<file path="src/rtl/man_squeeze_gen.sv">
// man_squeeze_gen: charge/squeeze generator for the jumping man.
// Counts charge while the game sits in the charging state and saturates at CNT_MAX.
// On release it latches the charge for the jump distance, then winds the squeeze
// back down to zero in RECOVER_STEP decrements (the rebound).
// All stepping uses a clock-enable tick from a prescaler. There are no derived clocks.
module man_squeeze_gen #(
  parameter int                   STATE_W      = 3,
  parameter logic [STATE_W-1:0]   ACCU_CODE    = STATE_W'(3),
  parameter int                   PRESCALE_W   = 20,
  parameter int                   CNT_W        = 4,
  parameter int                   CNT_MAX      = 15,
  parameter int                   OUT_SHIFT    = 1,
  parameter int                   RECOVER_STEP = 2
) (
  input  logic                       clk_machine,
  input  logic                       rst_machine,
  input  logic [STATE_W-1:0]         state,
  input  logic                       freeze,
  output logic [CNT_W-OUT_SHIFT-1:0] o_squeeze_man,
  output logic                       o_full,
  output logic                       o_release_pulse,
  output logic [CNT_W-1:0]           o_charge_latched,
  output logic [1:0]                 o_fsm
);

  typedef enum logic [1:0] {
    IDLE    = 2'd0,
    CHARGE  = 2'd1,
    FULL    = 2'd2,
    RECOVER = 2'd3
  } fsm_e;

  localparam logic [CNT_W-1:0] CNT_MAX_V = CNT_W'(CNT_MAX);
  localparam logic [CNT_W-1:0] STEP_V    = CNT_W'(RECOVER_STEP);
  localparam logic [CNT_W-1:0] CNT_ONE   = CNT_W'(1);

  fsm_e                  fsm_q, fsm_d;
  logic [CNT_W-1:0]      cnt_q, cnt_d;
  logic [PRESCALE_W-1:0] presc_q, presc_d;
  logic                  pulse_q, pulse_d;
  logic [CNT_W-1:0]      latched_q, latched_d;
  logic                  accu;
  logic                  tick;
  logic                  release_ev;

  assign accu = (state == ACCU_CODE);
  assign tick = (&presc_q) && !freeze;

  // Next-state logic for the FSM, the charge counter, the prescaler and the release outputs.
  always_comb begin
    fsm_d      = fsm_q;
    cnt_d      = cnt_q;
    pulse_d    = 1'b0;
    latched_d  = latched_q;
    release_ev = 1'b0;
    presc_d    = freeze ? presc_q : presc_q + PRESCALE_W'(1);

    case (fsm_q)
      IDLE: begin
        cnt_d = '0;
        if (accu) fsm_d = CHARGE;
      end
      CHARGE: begin
        if (!accu) begin
          release_ev = 1'b1;
        end else if (tick) begin
          if (cnt_q >= CNT_MAX_V - CNT_ONE) begin
            cnt_d = CNT_MAX_V;
            fsm_d = FULL;
          end else begin
            cnt_d = cnt_q + CNT_ONE;
          end
        end
      end
      FULL: begin
        cnt_d = CNT_MAX_V;
        if (!accu) release_ev = 1'b1;
      end
      RECOVER: begin
        if (accu) begin
          fsm_d = CHARGE;
        end else if (tick) begin
          if (cnt_q > STEP_V) begin
            cnt_d = cnt_q - STEP_V;
          end else begin
            cnt_d = '0;
            fsm_d = IDLE;
          end
        end
      end
      default: fsm_d = IDLE;
    endcase

    // A release takes priority over any coincident tick and keeps the pre-tick count.
    if (release_ev) begin
      cnt_d     = cnt_q;
      latched_d = cnt_q;
      pulse_d   = 1'b1;
      fsm_d     = (cnt_q != '0) ? RECOVER : IDLE;
    end

    // Restarting the prescaler on entry makes the first step land a full period later.
    if ((fsm_d == CHARGE) && (fsm_q != CHARGE)) presc_d = '0;
  end

  // State and output registers. Reset asynchronously to all-zero.
  always_ff @(posedge clk_machine or negedge rst_machine) begin
    if (!rst_machine) begin
      fsm_q     <= IDLE;
      cnt_q     <= '0;
      presc_q   <= '0;
      pulse_q   <= 1'b0;
      latched_q <= '0;
    end else begin
      fsm_q     <= fsm_d;
      cnt_q     <= cnt_d;
      presc_q   <= presc_d;
      pulse_q   <= pulse_d;
      latched_q <= latched_d;
    end
  end

  assign o_squeeze_man    = (CNT_W-OUT_SHIFT)'(cnt_q >> OUT_SHIFT);
  assign o_full           = (fsm_q == FULL);
  assign o_release_pulse  = pulse_q;
  assign o_charge_latched = latched_q;
  assign o_fsm            = fsm_q;

endmodule

</file>
<file path="config.mk">
export PLATFORM = sky130hd
export DESIGN_NAME = man_squeeze_gen
export DESIGN_NICKNAME = d
export VERILOG_FILES = /design/src/rtl/man_squeeze_gen.sv
export SDC_FILE = /design/constraint.sdc
export NUM_CORES = 1
export LEC_CHECK = 0
export BUFFER_PORTS_ARGS = -buffer_cell sky130_fd_sc_hd__buf_2
export CAP_MARGIN = 20
export CORE_MARGIN = 4
export CORE_UTILIZATION = 59
export DETAILED_ROUTE_END_ITERATION = 8
export PLACE_DENSITY = 0.83
export SLEW_MARGIN = 20
export SYNTH_ARGS = -nofsm -noshare
export SYNTH_HDL_FRONTEND = slang
export SYNTH_SLANG_ARGS = --single-unit
</file>
<file path="constraint.sdc">
create_clock -name clk_machine -period 3.05 [get_ports clk_machine]
set_input_delay 0.1525 -clock clk_machine [delete_from_list [all_inputs] [get_ports clk_machine]]
set_output_delay 0.1525 -clock clk_machine [all_outputs]
set_load 0.05 [all_outputs]
</file>
==> impl_results.md, run 1 <==
- Fraction of layout cells with a size suffix above 1: 14.41%
- Number of CTS-inserted buffers: 5
- Insertion delay to the later sink of the worst-skew pair: ~330 ps
- Number of enable-type register cells in the synthesized netlist: 0
- Number of antenna violations at the first check in global routing: 0
- Leading area contributor after synthesis: dfrtp_1
- Fin Setup TNS: 0 ps
- DRC errors left: 0
- Global-route wire length before repair: 6.596 mm
- Number of global-route vias before repair: about 1.4k
- Number of setup violations in the final report: 0
- Filler cells: 264
- Slew margin rel.: 50.97%
- Highest cell delay on the worst timing path: 500 ps
- Clock tree from TritonCTS: yes
- Routability congestion estimate from global placement: 0.8806
- Y dimension of the die: 64.59 um
- Count of maximum capacitance violations: 0
- CP arrival: 2730 ps
- Total detailed-routing wirelength: roughly 3.7 mm
- Most common cell after layout, fill and taps aside: nor2_1
- Number of optimization iterations in the first detailed-route pass: 4
- Number of clock sinks: 31
- Total count of max-transition violations in the final report: 0
- Maximum number of buffers from clock root to sink: 2
- Total overflow reported by the global router: 0
- Final layout net count: 239
- Worst Setup Slack post-DPL: 574.2 ps
- Kind of end point of the critical path: register
- Worst path slowest cell: dfrtp_1
- List of cells traversed by the critical path: inv_1, ha_1, nor3b_1, nor2b_1, a2111oi_0, o22ai_1, a221oi_2, buf_4, nor2_1
- PD cells: 529.1 mW/mm2
- Sequential share of the synthesized area: between 40% and 50%
- Net count after synthesis: 220
- Count of state elements after synthesis: 31
- Pin count of the biggest net entering global routing: 32
- Top library cells by usage in the layout, fill and taps aside: nor2_1 (36), dfrtp_1 (31), nand2_1 (20)
- Leak: 0.9723 nW
- Worst IR drop on VDD: 0.0004814 V
- Maximum frequency from static timing analysis: 399.8 MHz
- Unique masters post-synth: 47
- Shortest clock period the worst path allows after layout: 2501 ps
- Number of DRC markers in iteration 0: 90
- Endpoint required time on the critical path: about 3300 ps
- CP max FO: 20
- Root buffer cell: clkbuf_4
- Floorplan Core Area: 0.003053 mm2
- Half-perimeter wire length of the detailed placement result: 2.616 mm
- Quantity of I/O buffers inserted on ports: 16
- Number of warning messages in the yosys log: 0
- I/O Pins: 17
- Crit share post-route: 82.01%
- Gates resized, CTS repair: 0
- Critical path class: reg -> reg
- Area contributors post-synth: dfrtp_1 (41%), ha_1 (7.9%), nor2_1 (7.2%), xnor2_1 (6.0%), nand2_1 (4.0%)
- Number of hold-slack violations in the final timing report: 0
- Final routed wire length divided by cell count: 13.89 um
- Antenna diode instance count: 0
- Unrepaired setup endpoints after global routing: false
- Status: finished, final reports clean
- Average cell area after synthesis: 9.353 um2
- Detailed-route vias per instance: roughly 5.5
- Transition time at the pin with the least slew margin: 732.0 ps
- Count of antenna-violating nets left after detailed routing: 0
- Proportion of netlist area held by the largest area contributor: 41.06%
- Register-to-register setup slack: ~550 ps
- Level count of the clock H-tree: 2
- Die width: approximately 65 um
- Detailed-route via count: 1474
- Worst hold-check path type: in -> reg
- Overall fraction of global-route tracks in use: 20.01%
- Final worst setup slack: 548.8 ps
- Clock-pin slew of the registers on the worst-case setup and hold paths: 100 ps
- Initial standard-cell utilization of the core: 61.89%
- Element type at the critical path start: register
- Worst setup skew after layout: 4.624 ps
- Post-Syn Area: 0.001889 mm2
- Row count: 20
- Primary FF master, synth: dfrtp_1
- Layout area overhead: 9.338%
- Instance count of the mapped netlist: 202
- Share of synthesized registers carrying an async set or reset: 100.0%
- Die area: 0.004172 mm2
metrics by stage:
stage	util [%]	power [mW]	hold WS (ps)	instance area [um2]	std cells
after floorplan	-	0.7401	-143.1	1889	202
after global placement	64.96	0.8036	233.6	1983	257
after detailed placement	64.96	0.8122	235.9	1983	257
after CTS	67.66	1.098	147.7	2066	266
after global routing	67.66	1.159	168.1	2066	266
final	67.66	1.093	149.0	2066	266
synthesized netlist by cell type (all sizes together) (2+ instances only):
library cell and instances:
a2111oi 2, a21oi 2, and3 2, and4 3, and4b 2, buf 5, dfrtp 31, ha 12
inv 8, nand2 20, nand2b 3, nand3 4, nand3b 2, nand4 5, nor2 36, nor2b 3
nor3 3, o21a 2, o21ai 11, o22ai 3, o31ai 3, xnor2 13, xor2 7
where the power goes:
part           leakage (nW)  total (mW)  switching (mW)  internal [mW]
sequential            0.427       0.492          0.0407          0.451
clock                0.0375       0.287           0.153          0.135
combinational         0.507       0.314           0.211          0.102
path summary, 6_finish.rpt:
path                                      from             endpoint  cells past startpoint
min in group asynchronous          rst_machine             o_fsm[1]                      2
max reg2reg                           cnt_q[1]           presc_q[5]                      9
max                                   cnt_q[1]           presc_q[5]                      9
max in group asynchronous          rst_machine  o_charge_latched[0]                      2
min                                     freeze           presc_q[0]                      3
min reg2reg                o_charge_latched[2]  o_charge_latched[2]                      2
per-layer routing:
layer  part of all wire [%]  up-vias  global-route usage (%)
met4                    1.1        0                   6.069
met3                    5.9        5                   4.679
li1                       -      741                       -
met2                     46       47                   31.31
met5                      0        -                       0
met1                     47      681                   27.63
flip-flops by register name (all words and copies together) (netlist names):
name,cells
o_fsm,2
o_charge_latched,4
cnt_q,4
presc_q,20
o_release_pulse,1
layout make-up:
| cell class | count | area (um2) | share of cell area (%) |
|---|---|---|---|
| Multi-Input combinational cell | 157 | 1035 | 50.09 |
| Timing Repair Buffer | 18 | 97.59 | 4.724 |
| Clock buffer | 7 | 65.06 | 3.150 |
| Sequential cell | 31 | 775.7 | 37.55 |
| Tap cell | 44 | 55.05 | 2.665 |
| Clock inverter | 1 | 7.507 | 0.3634 |
| Inverter | 8 | 30.03 | 1.454 |
worst max-delay path: cells and delay by family, from the launching register on:
kind                       cells  cell delay (ps)
and+or+nand+nor                3              460
adders and majority gates      1              150
DFF                            1              500
AOI/OAI and AO/OA              3              840
buffers and inverters          2              440
cell families after synthesis:
logic type | Yosys count | synth area share (%)
DFF | 31 | 41.06
adders and majority gates | 12 | 7.947
AOI/OAI and AO/OA | 33 | 12.19
xor gates and xnor gates | 20 | 9.272
buffers and inverters | 14 | 4.172
muxes | 2 | 1.126
and+or+nand+nor | 90 | 24.24
timing repair:
item	CTS	global route
hold buffers	1	0
setup buffers	0	0
hold endpoints to repair	31	0
Note: power is estimated with default switching activity, not from simulation.
==> run 2: changes to the inputs <==
CORE_UTILIZATION = 53   (was 59)
PLACE_DENSITY = 0.79   (was 0.83)
clock period = 2.2 ns   (was 3.05 ns; I/O delays follow)
==> run 2 against run 1 <==
  * Design area increased by 13%
  * Setup slack got worse by 530 ps
  * Largest power group unchanged
  * Clock skew increased by 8.0 ps
  * Sequential power increased by 35%
==> impl_results.md, run 2 (synthesis results as in run 1) <==
- Most common cell after layout, fill and taps aside: nor2_1
- Quantity of I/O buffers inserted on ports: 16
- Kind of end point of the critical path: register
- Transition time at the pin with the least slew margin: 668.2 ps
- Status: finished, final reports clean
- Endpoint required time on the critical path: 2430 ps
- CP top delay family: simple AND/OR/NAND/NOR gates
- Number of DRC markers in iteration 0: 140
- Highest cell delay on the worst timing path: 400 ps
- Number of clock sinks: 31
- Insertion delay to the later sink of the worst-skew pair: 340 ps
- Clock tree from TritonCTS: yes
- Fraction of layout cells with a size suffix above 1: 26.94%
- Slew margin rel.: 55.45%
- Floorplan Core Area: 0.003390 mm2
- Area occupied by multi-input gates: 0.001099 mm2
- Detailed-route via count: roughly 1.6k
- Top library cells by usage in the layout, fill and taps aside: nor2_1 (36), dfrtp_1 (29), buf_4 (23)
- Number of hold-slack violations in the final timing report: 0
- Total detailed-routing wirelength: between 4 and 5 mm
- Count of antenna-violating nets left after detailed routing: 0
- PD cells: 731.5 mW/mm2
- Number of antenna violations at the first check in global routing: 0
- Clock group share of total power: 28.1%
- Number of cell instances on the worst register-to-register path: 8
- Dpl cell area: 0.002166 mm2
- Proportion of total power due to net switching: between 30% and 40%
- Worst hold-check path type: in -> reg
- Worst setup skew after layout: 12.62 ps
- CP arrival: 2410 ps
- Reg-to-Reg End: presc_q[6]
- Total count of max-transition violations in the final report: 0
- Maximum number of buffers from clock root to sink: 2
- Detailed-route vias per instance: 5.505
- Sequential Area: 778.2 um2
- Initial standard-cell utilization of the core: between 50% and 60%
- Die area: 0.004584 mm2
- Maximum frequency from static timing analysis: 457.9 MHz
- Number of global-route vias before repair: 1487
- Root buffer cell: clkbuf_4
- Layout area overhead: 23.51%
- Internal portion of total power: approximately 1.1 mW
- Count of maximum capacitance violations: 0
- Level count of the clock H-tree: 2
- Start point of the critical path: presc_q[0]
- Final routed wire length divided by cell count: 13.99 um
- Global-route wire length before repair: 6.775 mm
- Register-to-register setup slack: 20 ps
- Total overflow reported by the global router: 0
- Element type at the critical path start: register
- Number of optimization iterations in the first detailed-route pass: 4
- Routability congestion estimate from global placement: 0.8660
- Die width: between 60 and 70 um
- List of cells traversed by the critical path: ha_1, and4b_2, nand4_4, nor4_4, o22ai_2, a221oi_2, buf_12, nor2_1
- Finished layout cell area: between 0.002 and 0.0025 mm2
- Crit share post-route: 99.27%
- Half-perimeter wire length of the detailed placement result: 2.865 mm
- Y dimension of the die: about 68 um
- Crit path depth: 8
- DRC errors left: 0
- Unrepaired setup endpoints after global routing: true
- Top register by number of flip-flops: presc_q
- Number of flip-flops under the largest register name: 20
- Sequential power share: 38.8%
- Worst path slowest cell: a221oi_2
- CP max FO: 20
- I/O Pins: 17
- Worst Setup EP: presc_q[6]
- CP bufs+invs: 1
- Row count: 21
- Combinational power share: between 30% and 40%
- Shortest clock period the worst path allows after layout: 2184 ps
- Pin count of the biggest net entering global routing: 32
- Psw: 0.5860 mW
- Clock-pin slew of the registers on the worst-case setup and hold paths: 90 ps
- Reg-to-reg startpoint: presc_q[0]
- Critical path class: reg -> reg
- Filler cells: 260
- Leak: approximately 1.1 nW
- Antenna diode instance count: 0
- Final layout net count: roughly 260
- Final total power: 1.707 mW
- Worst IR drop on VDD: 0.0005497 V
- Number of CTS-inserted buffers: 5
- Number of setup violations in the final report: 0
- Overall fraction of global-route tracks in use: 19.61%
## run 2: cell types whose count changed in the layout (fill, tap and decap cells not counted), sizes merged
cell and delta:
bufinv +1, clkinvlp -1, buf +23, clkinv +1, clkbuf -1
## run 2: worst min-delay path, cell delays in order
cell	delay [ps]
buf_2	140
xor2_1	80
nor2_1	70
## run 2: cell type report
cell class | count | share of cell area, %
Clock buffer | 6 | 2.198
Clock inverter | 2 | 1.501
Inverter | 8 | 1.287
Multi-Input combinational cell | 157 | 47.08
Sequential cell | 31 | 33.35
Tap cell | 46 | 2.466
Timing Repair Buffer | 41 | 12.12
## run 2: how the worst min path moves through the flow
| stage | slack (ps) | cells past startpoint | to | start |
|---|---|---|---|---|
| finish | 110 | 3 | presc_q[0] | freeze |
| global route | 120 | 3 | presc_q[0] | freeze |
| CTS | 100 | 3 | presc_q[0] | freeze |
| detailed placement | 200 | 1 | presc_q[17] | rst_machine |
| global placement | 180 | 1 | o_fsm[0] | rst_machine |
| floorplan | -190 | 0 | cnt_q[0] | rst_machine |
## run 2: stage by stage
step           hold WS (ps)  setup WS [ps]  cells  utilization (%)  setup TNS (ps)
2_1_floorplan        -185.6          2.322    202                -               0
3_3_place_gp          182.5          66.14    279            63.90               0
3_5_place_dp          195.8          54.68    279            63.90               0
4_1_cts               100.7          28.94    288            66.74               0
5_1_grt               118.0         -94.05    291            68.84           -1608
6_report              107.7          16.12    291            68.84               0
## run 2: power by group through the flow
stage               Clock, mW  Combinational (mW)  Sequential (mW)
floorplan                   0               0.287            0.752
global placement            0               0.530            0.673
detailed placement          0               0.540            0.675
CTS                     0.484               0.545            0.663
global route            0.515               0.613            0.669
finish                  0.480               0.564            0.663
## run 2: layer usage
metal  GRT usage [%]  vias to the layer above  wire, um
li1                -                      782         -
met1           26.78                      747      1850
met2           29.89                       63      1875
met3           4.493                       10       274
met4           7.848                        0        72
met5               0                        -         0
## run 2: repair_timing
item,in CTS,in global routing
buffers inserted,0,3
hold buffers,1,0
hold endpoints to repair,31,0
endpoints found under the setup margin,0,22
resized for setup,0,10
==> run 3: changes to the inputs <==
==> constraint.sdc (replaced) <==
create_clock -name clk_machine -period 2.2 [get_ports clk_machine]
set_input_delay 0.44 -clock clk_machine [delete_from_list [all_inputs] [get_ports clk_machine]]
set_output_delay 0.44 -clock clk_machine [all_outputs]
set_load 0.05 [all_outputs]
==> run 3 against run 2 <==
  * Combinational power up 8.7%
  * Sequential power hardly changed
  * Cell count up 1.0%
  * Non-clock buffer count rose by 3
  * Routed wire length down 2.8%
  * Fmax is 2.7% higher
  * Clock-buffer cell count stayed put
  * Highest routed layer unchanged
==> impl_results.md, run 3 (synthesis results as in run 1) <==
- Status: finished, final reports clean
- Level count of the clock H-tree: 2
- Number of clock sinks: 31
- Sequential power share: 38.3%
- Top library cells by usage in the layout, fill and taps aside: nor2_1 (36), dfrtp_1 (29), buf_4 (26)
- Global-route wire length before repair: 6.458 mm
- Overall fraction of global-route tracks in use: between 10% and 20%
- Number of flip-flops under the largest register name: 20
- Floorplan Core Area: 0.003390 mm2
- Psw: 0.5799 mW
- Detailed-route via count: 1571
- Final worst setup slack: 73.55 ps
- Number of setup violations in the final report: 0
- Final total power: 1.736 mW
- Finished layout cell area: between 0.002 and 0.0025 mm2
- Number of optimization iterations in the first detailed-route pass: 4
- Number of cell instances on the worst register-to-register path: 9
- Antenna diode instance count: 0
- Top register by number of flip-flops: presc_q
- Root buffer cell: clkbuf_4
- Leak: 1.131 nW
- Number of DRC markers in iteration 0: 64
- Dpl cell area: roughly 0.0022 mm2
- Endpoint required time on the critical path: about 2400 ps
- Final layout net count: 265
- Clock group share of total power: 26.4%
- Internal portion of total power: 1.156 mW
- Count of maximum capacitance violations: 0
- Half-perimeter wire length of the detailed placement result: approximately 2.9 mm
- Area occupied by multi-input gates: 0.001091 mm2
- Number of CTS-inserted buffers: 5
- Worst hold margin: 139.7 ps
- Combinational power share: between 30% and 40%
- Die width: 67.71 um
- Clock tree from TritonCTS: yes
- Reg-to-Reg End: presc_q[8]
- Reg-to-reg startpoint: o_fsm[0]
- Slew margin rel.: 55.88%
- Shortest clock period the worst path allows after layout: 2126 ps
- Quantity of I/O buffers inserted on ports: 16
- Row count: 21
- Number of global-route vias before repair: 1438
- Total detailed-routing wirelength: 3.960 mm
- Layout area overhead: 24.64%
- Fin cells: a little under 300
- Register-to-register setup slack: 70 ps
- Maximum frequency from static timing analysis: 470.3 MHz
- Maximum number of buffers from clock root to sink: 2
- Crit share post-route: 96.66%
- DRC errors left: 0
- PD cells: 737.2 mW/mm2
- Number of antenna violations at the first check in global routing: 0
- Number of hold-slack violations in the final timing report: 0
- Worst setup skew after layout: approximately 5.5 ps
- Worst IR drop on VDD: approximately 0.00053 V
- Most common cell after layout, fill and taps aside: nor2_1
- Worst hold-check path type: in -> async
- Count of antenna-violating nets left after detailed routing: 0
- Element type at the critical path start: register
- Routability congestion estimate from global placement: 0.8203
- I/O Pins: 17
- Total count of max-transition violations in the final report: 0
- Y dimension of the die: 67.71 um
- Kind of end point of the critical path: register
- Worst Setup Slack post-DPL: -80.62 ps
- Critical path class: reg -> reg
- Initial standard-cell utilization of the core: a little under three fifths
- Fraction of layout cells with a size suffix above 1: approximately 29%
- Final routed wire length divided by cell count: 13.47 um
- Detailed-route vias per instance: 5.344
- Inst Count DP: 283
- Sequential Area: 778.2 um2
- Total overflow reported by the global router: 0
- Die area: 0.004584 mm2
- Clock-pin slew of the registers on the worst-case setup and hold paths: 90 ps
- Filler cells: 264
- Insertion delay to the later sink of the worst-skew pair: approximately 320 ps
- CP max FO: 10
- Unrepaired setup endpoints after global routing: true
- Transition time at the pin with the least slew margin: 661.8 ps
- Proportion of total power due to net switching: approximately a third
- CP arrival: between 2000 and 2500 ps
- Pin count of the biggest net entering global routing: 32
run 3: final cells by class:
class	instances	share of cell area, %
multi-input combinational	157	46.33
sequential	31	33.05
timing repair buffer	44	13.23
tap	46	2.444
clock buffer	6	2.179
clock inverter	2	1.488
inverter	8	1.275
run 3: metrics by stage:
step	util (%)	TNS (ps)
floorplan	-	0
detailed placement	64.78	-1415
CTS	67.66	0
finish	69.47	0
global route	69.47	-1119
global placement	64.78	-1546
run 3: worst max-delay path by stage:
stage | from | cells after the start | slack [ps] | to
final | o_fsm[0] | 9 | 70 | presc_q[8]
after floorplan | o_fsm[0] | 8 | 2 | presc_q[14]
after detailed placement | cnt_q[1] | 9 | -80 | presc_q[8]
after global routing | cnt_q[2] | 10 | -70 | presc_q[8]
after CTS | cnt_q[2] | 9 | 40 | presc_q[8]
after global placement | cnt_q[1] | 9 | -80 | presc_q[2]
run 3: power by group through the flow:
stage / clock network (mW) / logic (mW) / registers [mW]
4_1_cts: 0.469 / 0.560 / 0.664
3_5_place_dp: 0 / 0.551 / 0.674
6_report: 0.458 / 0.613 / 0.664
5_1_grt: 0.492 / 0.665 / 0.672
3_3_place_gp: 0 / 0.541 / 0.674
2_1_floorplan: 0 / 0.287 / 0.752
run 3: what timing repair did:
| action | in CTS | in global routing |
|---|---|---|
| pin swaps | 1 | 4 |
| gates cloned | 0 | 1 |
| hold buffers | 0 | 0 |
| setup endpoints to repair | 20 | 23 |
| resized for setup | 3 | 8 |
| setup buffers | 0 | 2 |
run 3: worst max-delay path, cell delays in order, from the launching register on:
cell,delay [ps]
dfrtp_2,460
inv_2,130
ha_4,220
nor2b_1,130
a2111oi_2,290
o22ai_1,160
a221oi_2,260
buf_4,170
clkbuf_16,150
nor2_1,50
run 3: per-layer routing:
layer	wire length [um]	share of wire (%)	global-route usage, %	vias to the layer above
li1	-	-	-	796
met1	1850	47	25.29	735
met2	1860	47	29.65	34
met3	184	4.6	5.158	6
met4	65	1.6	5.316	0
met5	0	0	0	-
